[config.mk]
export PLATFORM = sky130hd
export DESIGN_NAME = fsm_code_lock_param
export DESIGN_NICKNAME = d
export VERILOG_FILES = /design/src/rtl/fsm_code_lock_param.sv
export SDC_FILE = /design/constraint.sdc
export NUM_CORES = 1
export LEC_CHECK = 0
export ABC_CLOCK_PERIOD_IN_PS = 2200
export BUFFER_PORTS_ARGS = -buffer_cell sky130_fd_sc_hd__buf_2
export CAP_MARGIN = 30
export CORE_MARGIN = 2
export CORE_UTILIZATION = 55
export CTS_CLUSTER_SIZE = 24
export DETAILED_ROUTE_END_ITERATION = 6
export GPL_TIMING_DRIVEN = 0
export PLACE_DENSITY_LB_ADDON = 0.25
export SLEW_MARGIN = 20
export SYNTH_ARGS = -nofsm -noshare
export SYNTH_HDL_FRONTEND = slang
export SYNTH_SLANG_ARGS = --single-unit
[constraint.sdc]
create_clock -name CLK -period 2.2 [get_ports CLK]
set_clock_uncertainty 0.1 [all_clocks]
set_input_delay 0.22 -clock CLK [delete_from_list [all_inputs] [get_ports CLK]]
set_output_delay 0.22 -clock CLK [all_outputs]
set_load 0.005 [all_outputs]
[src/rtl/fsm_code_lock_param.sv]
// rtl/fsm_code_lock_param.sv - parametrised bit-serial combination lock with timed open window and alarm lockout
//
// Ports:
//   CLK      in   rising-edge clock
//   R_N      in   asynchronous active-low reset
//   IN       in   code bit, taken when VALID=1
//   VALID    in   bit strobe, one bit per VALID cycle
//   CLR      in   abort partial entry / relock early
//   Unlock   out  door open window (registered)
//   Alarm    out  lockout active (registered)
//   Fail     out  one-cycle pulse per wrong code (registered)
//   FailCnt  out  consecutive wrong codes
//   State    out  00 ENTRY, 01 OPEN, 10 LOCKOUT
module fsm_code_lock_param #(
    parameter int                  CODE_LEN    = 4,
    parameter logic [CODE_LEN-1:0] CODE        = 4'b1011,
    parameter int                  MAX_FAIL    = 3,
    parameter int                  UNLOCK_CYC  = 4,
    parameter int                  LOCKOUT_CYC = 8,
    localparam int                 FC_W        = $clog2(MAX_FAIL + 1)
) (
    input  logic            CLK,
    input  logic            R_N,
    input  logic            IN,
    input  logic            VALID,
    input  logic            CLR,
    output logic            Unlock,
    output logic            Alarm,
    output logic            Fail,
    output logic [FC_W-1:0] FailCnt,
    output logic [1:0]      State
);

    localparam int CNT_W = $clog2(CODE_LEN);
    localparam int T_MAX = (UNLOCK_CYC > LOCKOUT_CYC) ? UNLOCK_CYC : LOCKOUT_CYC;
    localparam int TMR_W = $clog2(T_MAX + 1);

    localparam logic [CNT_W-1:0] LAST_BIT     = CNT_W'(CODE_LEN - 1);
    localparam logic [FC_W-1:0]  MAX_FC       = FC_W'(MAX_FAIL);
    // The edge that loads the timer already starts the first high cycle,
    // so the load value is one less than the window length.
    localparam logic [TMR_W-1:0] UNLOCK_LOAD  = TMR_W'(UNLOCK_CYC - 1);
    localparam logic [TMR_W-1:0] LOCKOUT_LOAD = TMR_W'(LOCKOUT_CYC - 1);

    typedef enum logic [1:0] {
        ST_ENTRY   = 2'b00,
        ST_OPEN    = 2'b01,
        ST_LOCKOUT = 2'b10
    } state_t;

    state_t              state_q, state_d;
    logic [CODE_LEN-1:0] sh_q, sh_d;
    logic [CNT_W-1:0]    cnt_q, cnt_d;
    logic [TMR_W-1:0]    timer_q, timer_d;
    logic [FC_W-1:0]     fc_q, fc_d;
    logic                unlock_q, unlock_d;
    logic                alarm_q, alarm_d;
    logic                fail_q, fail_d;

    logic [CODE_LEN-1:0] entry_word;
    logic [FC_W-1:0]     fc_inc;

    always_ff @(posedge CLK or negedge R_N) begin
        if (!R_N) begin
            state_q  <= ST_ENTRY;
            sh_q     <= '0;
            cnt_q    <= '0;
            timer_q  <= '0;
            fc_q     <= '0;
            unlock_q <= 1'b0;
            alarm_q  <= 1'b0;
            fail_q   <= 1'b0;
        end else begin
            state_q  <= state_d;
            sh_q     <= sh_d;
            cnt_q    <= cnt_d;
            timer_q  <= timer_d;
            fc_q     <= fc_d;
            unlock_q <= unlock_d;
            alarm_q  <= alarm_d;
            fail_q   <= fail_d;
        end
    end

    always_comb begin
        state_d    = state_q;
        sh_d       = sh_q;
        cnt_d      = cnt_q;
        timer_d    = timer_q;
        fc_d       = fc_q;
        unlock_d   = unlock_q;
        alarm_d    = alarm_q;
        fail_d     = 1'b0;
        // Word as it will look once the current bit is shifted in; the
        // comparison uses it so the decision lands on the last-bit edge.
        entry_word = {sh_q[CODE_LEN-2:0], IN};
        fc_inc     = fc_q + 1'b1;

        case (state_q)
            ST_ENTRY: begin
                if (CLR) begin
                    cnt_d = '0;
                end else if (VALID) begin
                    sh_d = entry_word;
                    if (cnt_q == LAST_BIT) begin
                        cnt_d = '0;
                        if (entry_word == CODE) begin
                            state_d  = ST_OPEN;
                            unlock_d = 1'b1;
                            timer_d  = UNLOCK_LOAD;
                            fc_d     = '0;
                        end else begin
                            fail_d = 1'b1;
                            fc_d   = fc_inc;
                            if (fc_inc == MAX_FC) begin
                                state_d = ST_LOCKOUT;
                                alarm_d = 1'b1;
                                timer_d = LOCKOUT_LOAD;
                            end
                        end
                    end else begin
                        cnt_d = cnt_q + 1'b1;
                    end
                end
            end
            ST_OPEN: begin
                if (CLR || (timer_q == '0)) begin
                    state_d  = ST_ENTRY;
                    unlock_d = 1'b0;
                    timer_d  = '0;
                end else begin
                    timer_d = timer_q - 1'b1;
                end
            end
            ST_LOCKOUT: begin
                if (timer_q == '0) begin
                    state_d = ST_ENTRY;
                    alarm_d = 1'b0;
                    fc_d    = '0;
                    cnt_d   = '0;
                end else begin
                    timer_d = timer_q - 1'b1;
                end
            end
            default: begin
                state_d  = ST_ENTRY;
                unlock_d = 1'b0;
                alarm_d  = 1'b0;
                timer_d  = '0;
                cnt_d    = '0;
            end
        endcase
    end

    assign Unlock  = unlock_q;
    assign Alarm   = alarm_q;
    assign Fail    = fail_q;
    assign FailCnt = fc_q;
    assign State   = state_q;

endmodule

==> reports/results.tsv <==
metric	value	unit
drt_iter0_markers	10	
syn_nets	94	
synth_top_area_share	44.4	%
finalSetupTns	0	ps
clock-sinks	16	
synth_seq_area_share	44.4	%
status	complete, no violations	
die_area	0.00198	mm^2
grt_pass1_vias	669	
setup_slack	259	ps
grt_usage	20.6	%
ant_nets	0	
hpwl	1320	um
rsz0062_at_grt	false	
cts_htree_levels	1	
synth.most_common_cell	dfrtp_1	
cp_num_buf_inv	1	
synthTopCellsByCount	dfrtp_1 (16), inv_1 (6), o21ai_0 (6)	
yosysUniqueCellTypes	41	
firstDrtPassIters	4	
hp-class	in -> reg	
die_w	44.5	um
critical_path_class	reg -> reg	
maxSlewHeadroom	74.1	%
fmax	0.515	GHz
worst-slew-pin-transition	385	ps
area_growth_syn_to_layout	13.5	%
cts.repair.resized	0	
die_h	44.5	um
hold_viol	0	
row_count	14	
start_util	59.1	%
vias	713	
finalSetupViolCount	0	
timing.final.crit_share	88.2	%
path_delay_family	simple AND/OR/NAND/NOR gates	
fin_crit	1940	ps
yosysWarnings	0	
finalMaxSlewViolations	0	
clk_pin_slew_worst_paths	100	ps
n_antenna_cell	0	
cpPeakStageDelay	440	ps
routabilityCongestion	0.834	
cts_root_buf	clkbuf_4	
async_reset_ff_share	100	%
critPathMaxFanout	5	
insertion_delay	300	ps
cts_setup_buffers	0	
synth_area	901	um^2
cp.required	2290	ps
routed_wl	1790	um
end_kind	flip-flop	
ys_ff_latch	16	
arrival	2040	ps
synth.area.top_cells	dfrtp_1 (44%), ha_1 (4.2%), mux2_2 (3.7%)	
hold_buffers	1	
routed_via_density	6.04	
syn_inst	86	
antenna_found_initial	0	
yosysTopAreaCell	dfrtp_1	
grt_start_max_net_pins	17	
pre_cts_ws	287	ps
cts_tree	done	
grt_pass1_wl	2880	um
setup.worst_path.start_class	flip-flop	
ys.flop_type	dfrtp_1	
syn_avg_cell_area	10.5	um^2
maxCapViolations	0	
cellPowerDensity	665	mW/mm^2
crit_chain	inv_1 -> ha_1 -> or3b_4 -> nand2b_1 -> nor2_1 -> o31a_1	
grt-ovfl-total	0	
clockBufferDepth	2	
drc	0	
max-vdd-ir-drop	0.531	mV
p_leak	0.484	nW
coreArea	0.00152	mm^2
synth_edf_count	0	
io_pins	12	
drive_gt1_share	27.5	%
routedWlPerCell	15.2	um
nets	111	
cts_made_buffers	3	
portBuffers	11	
slowest_stage	dfrtp_1	
## power by group
group	internal, mW	switching (mW)
Sequential	0.332	0.0327
Clock	0.101	0.100
Combinational	0.0564	0.0570
Total	0.489	0.190
## placed cells by master (no fill, tap or decap), types with 2 or more instances in the layout
cell type | Yosys | final
a31oi_1 | 3 | 3
inv_1 | 6 | 6
buf_2 | 0 | 11
nand3_1 | 3 | 3
dfrtp_1 | 16 | 16
ha_1 | 3 | 3
mux2_2 | 3 | 3
nor2_1 | 5 | 5
nand2b_1 | 2 | 2
clkbuf_4 | 0 | 3
nand2_1 | 4 | 4
o21ai_0 | 6 | 6
a21oi_1 | 4 | 4
o211ai_1 | 2 | 2
## through the flow
stage,total power [mW],hold slack (ps),util (%),instances,cell area (um^2)
CTS,0.686,75.0,67.1,118,1020
finish,0.679,88.2,67.1,118,1020
global route,0.714,76.1,67.1,118,1020
global placement,0.474,46.9,64.0,113,976
detailed placement,0.482,48.0,64.0,113,976
floorplan,0.441,-176,-,86,901
## path summary, 6_finish.rpt
check                      startpoint         end  slack, ps  depth (start not counted)
max                        timer_q[0]  timer_q[1]        260                          6
min                                IN     sh_q[0]         90                          2
max reg2reg                timer_q[0]  timer_q[1]        260                          6
min reg2reg                     Alarm       Alarm        400                          1
max in group asynchronous         R_N  FailCnt[0]       1500                          2
min in group asynchronous         R_N    cnt_q[1]        250                          2
## area by class of cell
class | instances | area (um^2)
plain buffers | 2 | 18.8
clock buffers | 4 | 36.3
fillers | 115 | 502
inverters | 6 | 22.5
multi-input cells | 62 | 459
flip-flops and latches | 16 | 400
well taps | 16 | 20.0
repair buffers | 12 | 65.1
## cells by family (layout without fill, tap and decap cells)
logic type / after synthesis / count (layout) / synth area share, %
flip-flops: 16 / 16 / 44.4
adder cells (fa/ha/maj): 3 / 3 / 4.17
AND/OR/NAND/NOR: 29 / 29 / 21.3
AO/OA/AOI/OAI: 27 / 27 / 21.8
buffers and inverters: 8 / 24 / 4.58
multiplexers: 3 / 3 / 3.75
## flip-flops by register name, indices dropped and copies added (netlist names)
register,count
timer_q,4
FailCnt,2
Unlock,1
Fail,1
cnt_q,2
sh_q,3
Alarm,1
State,2
## layer usage
metal / up-vias / routed length [um] / track usage, %
met5: - / 0 / 0
met2: 10 / 803 / 32.2
met1: 341 / 892 / 26.2
met4: 0 / 49 / 14.5
met3: 5 / 43 / 2.45
li1: 357 / - / -
## worst register-to-register path: cells and delay by family, from the launching register on
family,cells,cell delay (ps)
simple gates,3,730
fa+ha+maj,1,220
compound gates,1,270
flops,1,440
buf+inv,1,80
(Power assumes the default switching activity.)
